$ cat config.mk
export PLATFORM = sky130hd
export DESIGN_NAME = inventory_ctrl
export DESIGN_NICKNAME = d
export VERILOG_FILES = /design/src/rtl/inventory_pkg.sv /design/src/rtl/inventory_ctrl_stock_alu.sv /design/src/rtl/inventory_ctrl.sv
export SDC_FILE = /design/constraint.sdc
export NUM_CORES = 1
export LEC_CHECK = 0
export CAP_MARGIN = 25
export CORE_ASPECT_RATIO = 1.5
export CORE_MARGIN = 2
export CORE_UTILIZATION = 52
export DETAILED_ROUTE_END_ITERATION = 12
export PLACE_DENSITY = 0.79
export SYNTH_ARGS = -nofsm -noshare
export SYNTH_HDL_FRONTEND = slang
export SYNTH_SLANG_ARGS = --single-unit
export TNS_END_PERCENT = 5
$ cat constraint.sdc
create_clock -name clk -period 3.1 [get_ports clk]
set_clock_uncertainty 0.2 [all_clocks]
set_input_delay 0.62 -clock clk [delete_from_list [all_inputs] [get_ports clk]]
set_output_delay 0.62 -clock clk [all_outputs]
set_load 0.05 [all_outputs]
$ cat src/rtl/inventory_pkg.sv
// rtl/inventory_pkg.sv - command/status encodings and FSM state type for inventory_ctrl
package inventory_pkg;

    localparam logic [1:0] OP_QUERY   = 2'd0;
    localparam logic [1:0] OP_VEND    = 2'd1;
    localparam logic [1:0] OP_RESTOCK = 2'd2;

    localparam logic [1:0] ST_OK        = 2'd0;
    localparam logic [1:0] ST_SOLD_OUT  = 2'd1;
    localparam logic [1:0] ST_SATURATED = 2'd2;

    typedef enum logic [2:0] {
        S_INIT,
        S_IDLE,
        S_RD,
        S_WR,
        S_RSP
    } state_t;

endpackage

$ cat src/rtl/inventory_ctrl_stock_alu.sv
// rtl/inventory_ctrl_stock_alu.sv - combinational stock arithmetic: new count, status, write request
module stock_alu
    import inventory_pkg::*;
#(
    parameter int DATA_W = 4
) (
    input  logic [1:0]        op_i,
    input  logic [DATA_W-1:0] stored_i,
    input  logic [DATA_W-1:0] qty_i,
    output logic [DATA_W-1:0] new_val_o,
    output logic [1:0]        status_o,
    output logic              write_needed_o
);

    localparam logic [DATA_W:0] MAX_SUM = {1'b0, {DATA_W{1'b1}}};

    logic [DATA_W:0] sum;

    // Unwritten results report the stored value so the response count is always new_val_o.
    always_comb begin
        sum            = {1'b0, stored_i} + {1'b0, qty_i};
        new_val_o      = stored_i;
        status_o       = ST_OK;
        write_needed_o = 1'b0;
        case (op_i)
            OP_VEND: begin
                if (qty_i > stored_i) begin
                    status_o = ST_SOLD_OUT;
                end else if (qty_i != '0) begin
                    new_val_o      = stored_i - qty_i;
                    write_needed_o = 1'b1;
                end
            end
            OP_RESTOCK: begin
                if (sum > MAX_SUM) begin
                    new_val_o      = {DATA_W{1'b1}};
                    status_o       = ST_SATURATED;
                    write_needed_o = 1'b1;
                end else if (qty_i != '0) begin
                    new_val_o      = sum[DATA_W-1:0];
                    write_needed_o = 1'b1;
                end
            end
            default: ;
        endcase
    end

endmodule

$ cat src/rtl/inventory_ctrl.sv
// rtl/inventory_ctrl.sv - stock RAM sequencer (INIT fill, read-modify-write commands); INVENTORY_CTRL_LOW_STOCK_EN adds low_stock flags
module inventory_ctrl
    import inventory_pkg::*;
#(
    parameter int ADDR_W     = 2,
    parameter int DATA_W     = 4,
    parameter int INIT_COUNT = 5,
    parameter int LOW_THRESH = 1
) (
    input  logic              clk,
    input  logic              rst,
    input  logic              cmd_valid,
    output logic              cmd_ready,
    input  logic [1:0]        cmd_op,
    input  logic [ADDR_W-1:0] cmd_item,
    input  logic [DATA_W-1:0] cmd_qty,
    output logic              rsp_valid,
    output logic [1:0]        rsp_status,
    output logic [DATA_W-1:0] rsp_count,
    output logic              init_done,
    output logic              mem_we,
    output logic [ADDR_W-1:0] mem_addr,
    output logic [DATA_W-1:0] mem_wdata,
    input  logic [DATA_W-1:0] mem_rdata
`ifdef INVENTORY_CTRL_LOW_STOCK_EN
    ,
    output logic [(1<<ADDR_W)-1:0] low_stock
`endif
);

    localparam logic [ADDR_W:0]   FILL_END = {1'b1, {ADDR_W{1'b0}}};
    localparam logic [DATA_W-1:0] INIT_VAL = DATA_W'(INIT_COUNT);

    state_t              state_q;
    logic [ADDR_W:0]     fill_q;
    logic [1:0]          op_q;
    logic [DATA_W-1:0]   qty_q;
    logic                cmd_ready_q;
    logic                rsp_valid_q;
    logic [1:0]          rsp_status_q;
    logic [DATA_W-1:0]   rsp_count_q;
    logic                init_done_q;
    logic                mem_we_q;
    logic [ADDR_W-1:0]   mem_addr_q;
    logic [DATA_W-1:0]   mem_wdata_q;

    logic [DATA_W-1:0]   alu_new;
    logic [1:0]          alu_status;
    logic                alu_wr;

    stock_alu #(.DATA_W(DATA_W)) u_alu (
        .op_i          (op_q),
        .stored_i      (mem_rdata),
        .qty_i         (qty_q),
        .new_val_o     (alu_new),
        .status_o      (alu_status),
        .write_needed_o(alu_wr)
    );

    // Outputs are registered together with the state they belong to, so each
    // state's outputs are visible for exactly the cycle the FSM spends there.
    always_ff @(posedge clk) begin
        if (rst) begin
            state_q      <= S_INIT;
            fill_q       <= '0;
            op_q         <= OP_QUERY;
            qty_q        <= '0;
            cmd_ready_q  <= 1'b0;
            rsp_valid_q  <= 1'b0;
            rsp_status_q <= ST_OK;
            rsp_count_q  <= '0;
            init_done_q  <= 1'b0;
            mem_we_q     <= 1'b0;
            mem_addr_q   <= '0;
            mem_wdata_q  <= '0;
        end else begin
            case (state_q)
                S_INIT: begin
                    if (fill_q == FILL_END) begin
                        mem_we_q    <= 1'b0;
                        init_done_q <= 1'b1;
                        cmd_ready_q <= 1'b1;
                        state_q     <= S_IDLE;
                    end else begin
                        mem_we_q    <= 1'b1;
                        mem_addr_q  <= fill_q[ADDR_W-1:0];
                        mem_wdata_q <= INIT_VAL;
                        fill_q      <= fill_q + 1'b1;
                    end
                end
                S_IDLE: begin
                    if (cmd_valid && cmd_ready_q) begin
                        op_q        <= cmd_op;
                        qty_q       <= cmd_qty;
                        mem_addr_q  <= cmd_item;
                        cmd_ready_q <= 1'b0;
                        state_q     <= S_RD;
                    end
                end
                S_RD: begin
                    rsp_status_q <= alu_status;
                    rsp_count_q  <= alu_new;
                    if (alu_wr) begin
                        mem_we_q    <= 1'b1;
                        mem_wdata_q <= alu_new;
                        state_q     <= S_WR;
                    end else begin
                        rsp_valid_q <= 1'b1;
                        state_q     <= S_RSP;
                    end
                end
                S_WR: begin
                    mem_we_q    <= 1'b0;
                    rsp_valid_q <= 1'b1;
                    state_q     <= S_RSP;
                end
                S_RSP: begin
                    rsp_valid_q <= 1'b0;
                    cmd_ready_q <= 1'b1;
                    state_q     <= S_IDLE;
                end
                default: begin
                    mem_we_q    <= 1'b0;
                    cmd_ready_q <= 1'b0;
                    rsp_valid_q <= 1'b0;
                    init_done_q <= 1'b0;
                    fill_q      <= '0;
                    state_q     <= S_INIT;
                end
            endcase
        end
    end

    assign cmd_ready  = cmd_ready_q;
    assign rsp_valid  = rsp_valid_q;
    assign rsp_status = rsp_status_q;
    assign rsp_count  = rsp_count_q;
    assign init_done  = init_done_q;
    assign mem_we     = mem_we_q;
    assign mem_addr   = mem_addr_q;
    assign mem_wdata  = mem_wdata_q;

`ifdef INVENTORY_CTRL_LOW_STOCK_EN
    localparam logic [DATA_W-1:0] LOW_VAL  = DATA_W'(LOW_THRESH);
    localparam logic              INIT_LOW = (INIT_COUNT <= LOW_THRESH);

    logic [(1<<ADDR_W)-1:0] low_q;

    // Flags follow every RAM write, so they always describe the stored counts.
    always_ff @(posedge clk) begin
        if (rst) begin
            low_q <= '0;
        end else if (state_q == S_INIT && fill_q != FILL_END) begin
            low_q[fill_q[ADDR_W-1:0]] <= INIT_LOW;
        end else if (state_q == S_WR) begin
            low_q[mem_addr_q] <= (mem_wdata_q <= LOW_VAL);
        end
    end

    assign low_stock = low_q;
`endif

endmodule

# After elaboration in Yosys (flattened, before gate mapping)
# Cells that the tools add are included.
[totals]
register_bits = 28
out_inout_bits = 16
word_cells = 84
[classes]
n_addsub = 3
order_cmp = 2
eq_ne = 12
n_mux = 33
n_bitwise = 4
reduce_logical = 18
[ops]
columns = ["operator", "n"]
rows = [
  ["two-way mux 4 bit", 6],
  ["case mux 4 bit (2 select lines)", 2],
  ["case mux 3 bit (5 select lines)", 1],
  ["two-way mux 3 bit", 4],
  ["AND reduction 2 bit", 6],
  ["!= test 2 bit (second input constant)", 5],
  ["two-way mux 1 bit", 9],
  ["AND reduction 3 bit", 3],
  ["case mux 2 bit (2 select lines)", 2],
  ["equality test 3 x 2 -> 1 bit (second input constant)", 2],
  ["equality test 3 bit (second input constant)", 2],
  ["two-way mux 2 bit", 3],
  ["case mux 1 bit (3 select lines)", 2],
  ["case mux 3 bit (2 select lines)", 1],
  ["OR reduction 2 bit", 3],
  ["adder 4 x 4 -> 5 bit", 1],
  ["greater-than comparator 5 x 4 -> 1 bit (second input constant)", 1],
  ["greater-than comparator 4 bit", 1],
  ["inverter 1 bit", 4],
  ["case mux 1 bit (2 select lines)", 2],
  ["case mux 1 bit (4 select lines)", 1],
  ["nonzero test 2 bit", 2],
  ["nonzero test 4 bit", 1],
  ["OR reduction 4 bit", 1],
  ["7 further kinds", 7],
]

# Depth between registers and ports, before layout
[logic_depth]
word_depth = 6
ltp_mapped = 8

# Hierarchy
# Synthesis repeated with hierarchy kept, for this count alone.
[hier_totals]
cells_unflattened = 209
area_unflattened_um2 = 1735.4
[by_module_without_submodules]
columns = ["mod", "instances", "cells_per_inst", "area_per_inst_um2", "seq_area_each_um2"]
rows = [
  ["inventory_ctrl", 1, 137, 1213.7, 560.5],
  ["stock_alu", 1, 72, 521.8, 0.0],
]

# Worst setup path before layout
# Ideal clock, no wire load.
[synth_path]
path_kind = "input to register"
start = "input mem_rdata[0]"
end = "register rsp_count_q[1], in the netlist rsp_count[1]"
setup_ns = 0.134
arrival_time_ns = 2.333
slack_ns = 0.434
cell_stages = 8
cell_sequence = "inv_1 -> ha_1 -> fa_1 -> nor2b_1 -> o221a_2 -> mux2_2 -> a22oi_1 -> a211oi_1"
[synth_via]
elab_chain_cells = 4
word_cells_on_any_way = 9
[synth_lines]
columns = ["element", "line_no", "text"]
rows = [
  ["start, declared", "inventory_ctrl.sv:24", "input logic [DATA_W-1:0] mem_rdata"],
  ["adder 4 x 4 -> 5 bit / subtractor 4 bit (equally long branches)", "inventory_ctrl_stock_alu.sv:21, inventory_ctrl_stock_alu.sv:30", ""],
  ["greater-than comparator 5 x 4 -> 1 bit (tied with other cells)", "inventory_ctrl_stock_alu.sv:35", "if (sum > MAX_SUM) begin"],
  ["two-way mux 4 bit (on tied branches)", "inventory_ctrl_stock_alu.sv:35, inventory_ctrl_stock_alu.sv:27", ""],
  ["case mux 4 bit (2 select lines) (*)", "inventory_ctrl_stock_alu.sv:25", "case (op_i)"],
  ["end signal, assigned", "inventory_ctrl.sv:102", "rsp_count_q <= alu_new;"],
  ["end, declared", "inventory_ctrl.sv:41", "logic [DATA_W-1:0] rsp_count_q;"],
]
# Every way passes the cells marked *; elsewhere a longest branch is shown, timed or not.
# A chain may end at the register's enable or synchronous reset.

# Worst setup path after layout
[layout_path]
start = "input mem_rdata[0]"
end = "register mem_wdata_q[0], in the netlist mem_wdata[0]"
[layout_via]
elab_chain_cells = 6
word_cells_on_any_way = 16
[layout_lines]
columns = ["element", "line_no", "text"]
rows = [
  ["adder 4 x 4 -> 5 bit / subtractor 4 bit (equally long branches)", "inventory_ctrl_stock_alu.sv:21, inventory_ctrl_stock_alu.sv:30", ""],
  ["greater-than comparator 5 x 4 -> 1 bit (tied with other cells)", "inventory_ctrl_stock_alu.sv:35", ""],
  ["two-way mux 4 bit (tied with other cells)", "inventory_ctrl_stock_alu.sv:35", ""],
  ["case mux 4 bit (2 select lines) / case mux 1 bit (2 select lines) (equally long branches)", "inventory_ctrl_stock_alu.sv:25", ""],
  ["two-way mux 4 bit / != test 2 bit (equally long branches)", "-", ""],
  ["case mux 4 bit (2 select lines) / AND reduction 3 bit (equally long branches)", "-", ""],
  ["end signal, assigned", "inventory_ctrl.sv:105", "mem_wdata_q <= alu_new;"],
  ["end, declared", "inventory_ctrl.sv:45", "logic [DATA_W-1:0] mem_wdata_q;"],
]
# Several ways; a longest one is shown, not always the timed one. The select of a mux whose other input is x is not followed.

==> results by group <==
Clock tree
  – Clock Sink Count: 28
  – CTS tree: done
  – Resized Gates After CTS: 0
  – CTS Root Cell: sky130_fd_sc_hd__clkbuf_8
  – Clock latency at the later pin of the worst-skew pair: 0.27 ns
  – Clock-pin transition on the worst setup and hold timing paths: 0.09 ns
  – Worst-case clock buffer depth: 2
  – CTS H-tree depth: 1
  – Number of buffers inserted by hold repair at cts: 0
  – Setup fix buffers added after clock tree synthesis: 0
  – Num CTS Buffers: 3

Synthesis
  – Post-synth EDFFs: 0
  – Post-synth net total: 243
  – Multiplexer share of the synthesized area: 0.0458
  – Largest family of logic cells by synthesized area: compound AO/OA/AOI/OAI gates
  – Area fraction in compound gates after synthesis: 0.253
  – Mapped cell area: 0.00178 sq mm
  – Post-synthesis simple-gate area fraction: 0.198
  – Synthesized area divided by synthesized cell count: 8.30 sq um
  – Synth async-reset ratio: 0
  – Cell count after synthesis: 214
  – Parity-gate share of the synthesized area counting xor and xnor cells: 0.00987
  – Post-synth cell types: 53
  – Adder-cell share of the synthesized area: 0.107
  – Seq cells post-synth: 28
  – Proportion of synthesized chip area in sequential cells: 0.316
  – Synth Flop Type: sky130_fd_sc_hd__dfxtp_1
  – Yosys Warn Count: 0

Placement
  – # port buffers: 30
  – Post-placement worst setup slack: -0.163 ns
  – Number of placed instances with taps included: 294
  – Cell area reported after detailed placement: 0.00222 sq mm
  – Post-DP HPWL: 3.44 mm
  – Placer congestion estimate: 1.03

Power
  – Net switching fraction of the power: 0.380
  – Combinational share of power: 0.406
  – Static Leakage: 0.865 nW
  – Maximum VDD drop: 0.503 mV
  – Final Total Pwr: 1.15 mW
  – Clock share of power: 0.192
  – Power share of the sequential group: 0.402
  – PwrDens: 507 mW/mm^2
  – Int Power: 0.715 mW
  – Power dissipated by switching net loads: 0.439 mW

Detailed routing
  – Via-per-instance ratio: 5.85
  – Router iterations before antenna repair: 4
  – Post-route DRC violation count: 0
  – First DRT Iteration DRCs: 47
  – Routed WL per cell: 14.6 um
  – Final antenna-violating net count: 0
  – Vias post-DR: 1743
  – DRT Wirelength: 4.35 mm

Global routing
  – GR met2 Demand/Resource: 0.456
  – Total Routing Usage GR: 0.240
  – Routing usage on met3: 0.0392
  – Wire length of the first global-routing pass: 7.13 mm
  – Global routing usage on met1: 0.252
  – Pin count of the biggest net entering global routing: 22
  – Vias in the first global route: 1689
  – Initial antenna violation count: 0
  – Aggregate global routing overflow: 0
  – Layer carrying the most global-route usage: met2

Timing
  – Count of final setup violators: 0
  – Post-route setup TNS: 0 ns
  – Final max-slew violation count: 0
  – Fmax: 338 MHz
  – Share of the cycle needed by the critical path after routing: 0.955
  – Max-Slew Margin vs Limit: 0.557
  – Setup WS post-layout: 0.139 ns
  – Unrepaired setup endpoints after global routing: no
  – Minimum period implied by the final worst setup slack: 2.96 ns
  – Transition time of the tightest slew-check pin: 0.663 ns
  – Hold Fails Final Rpt: 0

Layout
  – Antenna diode count: 0
  – Number of filler cells placed in the layout: 298
  – Cell area after layout: 0.00228 sq mm
  – Share of cells above drive strength 1: 0.121
  – Filler-free cell count of the finished design: 298
  – Signed area change from the synthesized netlist to the final layout: 28.2%
  – Number of nets at the end of the flow: 286

Floorplanning
  – Height of the chip: 75.6 um
  – Number of standard-cell rows in the floorplan: 26
  – Full die area: 0.00391 sq mm
  – Die width: 51.7 um
  – Io pins: 31
  – Placeable core region: 0.00335 sq mm
  – Initial core utilization: 0.530

Setup path
  – Critical path peak fanout: 3
  – Arrival time of the worst setup path: 2.92 ns
  – Data required time at the worst endpoint: 3.06 ns
  – Critical Path Start Type: primary input
  – Critical path class: primary input to flop
  – CP endpoint kind: flop

Run
  – Number of violations of the max-capacitance limit: 0

Worst hold path
  – Min-Delay Path Class: flop to flop

Run status
  – Outcome: finished, final reports clean
routing by layer:
layer | part of all wire | vias to the layer above
met5 | 0 | -
met4 | 0.036 | 0
met2 | 0.53 | 50
li1 | - | 865
met3 | 0.031 | 16
met1 | 0.40 | 812
worst max-delay path, cell delays in order:
cell and delay [ns]:
sky130_fd_sc_hd__clkdlybuf4s50_1 0.50, sky130_fd_sc_hd__inv_1 0.05, sky130_fd_sc_hd__ha_1 0.22, sky130_fd_sc_hd__fa_1 0.39, sky130_fd_sc_hd__nor2b_1 0.20, sky130_fd_sc_hd__o221a_2 0.24, sky130_fd_sc_hd__buf_4 0.12, sky130_fd_sc_hd__o221ai_1 0.13
sky130_fd_sc_hd__a221oi_2 0.35, sky130_fd_sc_hd__a21oi_1 0.11
cell usage after synthesis (all sizes together), types with 3 or more instances:
cell type / number / area [sq um]
a22oi: 3 / 22.5
nor3: 8 / 40.0
clkbuf: 8 / 30.0
nand2: 16 / 60.1
o21ai: 9 / 45.0
o22ai: 3 / 25.0
nand3: 7 / 35.0
o32ai: 3 / 26.3
a21o: 4 / 30.0
nor2: 20 / 75.1
nor2b: 4 / 25.0
ha: 12 / 150
inv: 20 / 75.1
dfxtp: 28 / 561
a21oi: 15 / 75.1
buf: 3 / 20.0
mux2i: 7 / 70.1
o221ai: 4 / 35.0
per-stage QoR:
step	util	hold slack, ns
2_1_floorplan	-	0.287
4_1_cts	0.679	0.264
3_3_place_gp	0.663	0.253
3_5_place_dp	0.663	0.251
6_report	0.679	0.260
5_1_grt	0.679	0.305
cells in the final DEF, fill, tap and decap left out, types with 4 or more instances in the layout:
| master | count |
|---|---|
| sky130_fd_sc_hd__nor3_1 | 8 |
| sky130_fd_sc_hd__inv_1 | 20 |
| sky130_fd_sc_hd__mux2i_1 | 7 |
| sky130_fd_sc_hd__nor2b_1 | 4 |
| sky130_fd_sc_hd__nand3_1 | 7 |
| sky130_fd_sc_hd__clkdlybuf4s50_1 | 30 |
| sky130_fd_sc_hd__buf_4 | 19 |
| sky130_fd_sc_hd__nand2_1 | 16 |
| sky130_fd_sc_hd__a21oi_1 | 15 |
| sky130_fd_sc_hd__o21ai_0 | 9 |
| sky130_fd_sc_hd__nor2_1 | 20 |
| sky130_fd_sc_hd__o221ai_1 | 4 |
| sky130_fd_sc_hd__ha_1 | 12 |
| sky130_fd_sc_hd__dfxtp_1 | 28 |
| sky130_fd_sc_hd__clkbuf_8 | 4 |
| sky130_fd_sc_hd__a21o_1 | 4 |
path summary, 6_finish.rpt:
kind	end	start	slack (ns)	cells past startpoint
min	rsp_status[0]	rsp_status[0]	0.26	2
max reg2reg	rsp_count[0]	qty_q[1]	0.63	9
min reg2reg	rsp_status[0]	rsp_status[0]	0.26	2
max	mem_wdata[0]	mem_rdata[0]	0.14	10
power groups by stage:
stage / sequential, mW / clock [mW] / combinational, mW
2_1_floorplan: 0.573 / 0 / 0.204
3_3_place_gp: 0.471 / 0 / 0.459
3_5_place_dp: 0.472 / 0 / 0.467
4_1_cts: 0.464 / 0.225 / 0.470
5_1_grt: 0.474 / 0.233 / 0.510
6_report: 0.464 / 0.222 / 0.468
state kept, by name (all words and copies together), names as in the netlist:
name and cells:
qty_q 4, mem_wdata 4, state_q 3, rsp_valid 1, op_q 2, cmd_ready 1, fill_q 3, mem_addr 2
mem_we 1, rsp_count 4, init_done 1, rsp_status 2
cell families after synthesis:
| logic type | Yosys count |
|---|---|
| buf+inv | 31 |
| compound gates | 62 |
| fa+ha+maj | 14 |
| simple gates | 69 |
| xor+xnor | 2 |
| mux | 8 |
| flops | 28 |
area by class of cell:
cell class	instances	area (sq um)	area share
clock buffers	4	55.1	0.0242
flip-flops and latches	28	561	0.246
multi-input cells	155	1090	0.479
repair buffers	49	443	0.195
well taps	42	52.6	0.0231
inverters	20	75.1	0.0330
No activity file was read; power rests on OpenSTA's default activity.
==> RTL edit 1 (same settings) <==
Add a define of `INVENTORY_CTRL_LOW_STOCK_EN`.
--- a/src/rtl/inventory_ctrl.sv
+++ b/src/rtl/inventory_ctrl.sv
@@ -1,4 +1,6 @@
 // rtl/inventory_ctrl.sv - stock RAM sequencer (INIT fill, read-modify-write commands); INVENTORY_CTRL_LOW_STOCK_EN adds low_stock flags
+`define INVENTORY_CTRL_LOW_STOCK_EN
+
 module inventory_ctrl
     import inventory_pkg::*;
 #(
Function (old outputs only; new: low_stock): kept (Yosys induction, for registers that start in step).
==> RTL edit 1 against the unedited design <==
Area after synthesis rose by 18%; final area rose by 17%; routed wire length rose by 21%; sequential share of layout area fell by 0.53 points; combinational power rose by 8.5%; utilization fell by 0.16 points; sequential cell count rose by 4; setup slack improved by 87 ps; maximum frequency rose by 3.0%; register-to-register slack got worse by 20 ps; synthesized cell count rose by 14%; power rose by 24%; die area rose by 17%; largest cell class unchanged; highest routed layer unchanged.
==> RTL edit 1: results (changes against the unedited design) <==
metric;value;unit;change
M2 GR Usage;0.456;;about the same
Yosys cell types;58;;+9.4%
count of multi-input gates;183;;+18%
Non-clk invs;16;;-20%
Worst R2R Start;qty_q[0];;
Synth area leaders;dfxtp_1 (30%), ha_1 (8.3%), mux2i_1 (5.7%);;
synth cell count leaders;dfxtp_1 (32), nor2_1 (27), inv_1 (16), nand2_1 (16);;
number of global-route vias before repair;1971;;+17%
Hold Slack;289;ps;+28.2 ps
met1 usage;0.257;;+0.00513
FF+latch count;32;;+14%
Reg area;641;µm²;+14%
grt met3 use;0.0394;;+0.000154
CP Max Fanout;4;;+1
non-clk buf share;0.176;;-0.0186
Reg2Reg Depth;8;;-1
cell area after placement;0.00255;mm²;+15%
gpl congestion;0.945;;-7.9%
# fillers;335;;+12%
TritonCTS Buffers;5;;+2
Placement Setup Slack;-80.6;ps;+82.3 ps
htree depth;2;;+1
Worst slew margin;0.589;;+0.0310
Final Non-Filler Cells;335;;+12%
status;complete, no violations;;
clk_lat worst skew;300;ps;+30 ps
setup slack, reg-to-reg;610;ps;-20 ps
Non-Clock Buffer Count;51;;+4.1%
Worst Path Arrival;2840;ps;-80 ps
r2r endpoint;mem_wdata[1];;
net count after synthesis;276;;+14%
largest net degree at the start of global routing;27;;+23%
Mapped Avg Cell Area;8.58;µm²;+3.5%
wire length per cell;15.7;µm;+7.4%
iteration-0 DRC count of the detailed router;89;;+89%
Seq/Total Area, Yosys;0.305;;-0.0111
GRT Overall Usage;0.245;;+0.00434
## RTL edit 1: cell count changes after synthesis, moves of 3 or more
cell / delta
dfxtp_1: +4
nor4_1: +3
a211oi_1: +3
mux2i_1: +5
nor2_1: +7
a211o_1: +3
o221ai_1: -4
nand2b_1: +3
a31oi_1: +4
inv_1: -4
## RTL edit 1: cells by family after synthesis
| kind of cell | Yosys count | synth area share |
|---|---|---|
| flip-flops | 32 | 0.305 |
| AO/OA/AOI/OAI | 63 | 0.217 |
| AND/OR/NAND/NOR | 86 | 0.224 |
| XOR/XNOR | 3 | 0.0125 |
| buffers and inverters | 30 | 0.0666 |
| adder cells (fa/ha/maj) | 16 | 0.102 |
| multiplexers | 15 | 0.0732 |
## RTL edit 1: layer usage
| layer | vias up | wire [µm] |
|---|---|---|
| li1 | 971 | - |
| met1 | 930 | 2080 |
| met2 | 59 | 2790 |
| met3 | 17 | 200 |
| met4 | 0 | 186 |
| met5 | - | 0 |
## RTL edit 1: critical path: stages
cell	delay, ps
clkdlybuf4s50_1	500
inv_1	50
ha_1	200
inv_1	80
fa_1	190
nand3_1	120
a21oi_1	220
mux2_2	360
a211oi_1	370
o31ai_1	120
## RTL edit 1: worst max path at each step
stage / start / endpoint / slack (ps) / cells after the start
3_5_place_dp: mem_rdata[0] / mem_wdata[0] / -80 / 10
5_1_grt: mem_rdata[0] / mem_wdata[0] / 20 / 10
4_1_cts: mem_rdata[0] / mem_wdata[0] / 220 / 10
2_1_floorplan: mem_rdata[0] / rsp_count[1] / 470 / 7
3_3_place_gp: mem_rdata[0] / mem_wdata[0] / -40 / 10
6_report: mem_rdata[0] / mem_wdata[1] / 230 / 10
## RTL edit 1: power by group
part	internal (mW)	switching, mW
clock network	0.238	0.170
logic	0.208	0.300
registers	0.456	0.0616
total	0.902	0.531
==> RTL edit 2 (same settings) <==
Made on the original files. Re-encode `state_t` (5 states) as one-hot, 5 bits wide.
--- a/src/rtl/inventory_pkg.sv
+++ b/src/rtl/inventory_pkg.sv
@@ -9,12 +9,12 @@
     localparam logic [1:0] ST_SOLD_OUT  = 2'd1;
     localparam logic [1:0] ST_SATURATED = 2'd2;
 
-    typedef enum logic [2:0] {
-        S_INIT,
-        S_IDLE,
-        S_RD,
-        S_WR,
-        S_RSP
+    typedef enum logic [4:0] {
+        S_INIT = 5'b00001,
+        S_IDLE = 5'b00010,
+        S_RD   = 5'b00100,
+        S_WR   = 5'b01000,
+        S_RSP  = 5'b10000
     } state_t;
 
 endpackage
Formal check against the unedited RTL: same outputs for any inputs over 10 cycles, from zero or initial values and one cycle with rst high; not proved beyond that.
==> RTL edit 2 against the unedited design <==
Setup slack improved by 62 ps; sequential cell count increased by 2; utilization increased by 3.8 points; largest cell class unchanged; power decreased by 0.55%; clock power increased by 50%; worst hold slack improved by 28 ps; register-to-register slack about the same; final area increased by 0.61%; via count decreased by 3.4%; synthesized cell count decreased by 3.7%; die area decreased by 0.92%; routed wire length decreased by 3.7%; area after synthesis decreased by 0.99%.
==> RTL edit 2: results (changes against the unedited design) <==
metric;value;unit;change
status;complete, no violations;;
Synth Area in Compound Gates;0.250;;-0.00317
Peak VDD IR;0.000474;V;-5.8%
HPWL after detailed placement;3250;µm;-5.5%
number of global-route vias before repair;1624;;-3.8%
# fillers;264;;-11%
Flop+latch power;460;µW;-0.9%
dpl cells;284;;-3.4%
mux cell area share after synthesis;0.0171;;-0.0287
Synth area leaders;dfxtp_1 (34%), ha_1 (8.5%), nor2_1 (4.5%);;
CP Max Fanout;4;;+1
Pwr Total;1.15;mW;-0.55%
grt met3 use;0.0476;;+0.00840
r2r endpoint;mem_wdata[2];;
met1 usage;0.284;;+0.0318
TritonCTS Buffers;5;;+2
htree depth;2;;+1
Psw;404;µW;-8.0%
layout cell share with drive strength beyond 1;0.115;;-0.00601
Seq/Total Area, Yosys;0.342;;+0.0259
post-synthesis adder-cell area fraction;0.108;;+0.00107
Hold Startpoint;rsp_count[3];;
synth cell count leaders;dfxtp_1 (30), nor2_1 (21), inv_1 (15), nand2_1 (15), a21oi_1 (13);;
final wirelength;4190;µm;-3.7%
first-pass GRT wire length;7040;µm;-1.2%
Final Core Density;0.718;;+0.0384
Antenna diodes;0;;unchanged
M2 GR Usage;0.422;;-0.0342
leakage;0.889;nW;+2.8%
Vias/cell;5.76;;-1.5%
cell depth of the worst min-delay path;2;;unchanged
P_comb;356;µW;-24%
Worst Path Arrival;2900;ps;-20 ps
gpl congestion;0.929;;-9.4%
cell area after placement;0.00219;mm²;-1.2%
Placement Setup Slack;-106;ps;+56.6 ps
Hold Slack;288;ps;+28.0 ps
Mapped Avg Cell Area;8.53;µm²;+2.9%
net count after synthesis;235;;-3.3%
Worst slew margin;0.609;;+0.0513
GRT Overall Usage;0.244;;+0.00365
Yosys cell types;44;;-17%
vias post-DR;1683;;-3.4%
clk slew on worst S/H paths;70;ps;-20 ps
worst hold endpoint;rsp_count[3];;
Max Freq;0.345;GHz;+2.1%
-- RTL edit 2: layout make-up --
class                   count  area [µm²]  area share
multi-input cells         154        1070       0.469
flip-flops and latches     30         601       0.262
repair buffers             45         413       0.180
clock buffers               6        82.6      0.0361
inverters                  15        56.3      0.0246
well taps                  40        50.0      0.0219
clock inverters             2        12.5     0.00546
-- RTL edit 2: cell families after synthesis --
family,Yosys count
XOR/XNOR,5
flip-flops,30
AO/OA/AOI/OAI,59
buffers and inverters,22
AND/OR/NAND/NOR,73
multiplexers,3
adder cells (fa/ha/maj),14
-- RTL edit 2: critical path: stages --
cell,delay [ps]
clkdlybuf4s50_1,510
inv_1,50
ha_1,180
inv_1,80
fa_1,190
and3_1,220
o21ai_0,110
a2111oi_1,440
a2111oi_1,100
buf_4,160
a221oi_2,240
-- RTL edit 2: per-layer routing --
layer / vias to the layer above / share of wire
met5: - / 0
met4: 0 / 0.033
met3: 16 / 0.029
met2: 40 / 0.52
met1: 786 / 0.42
li1: 841 / -
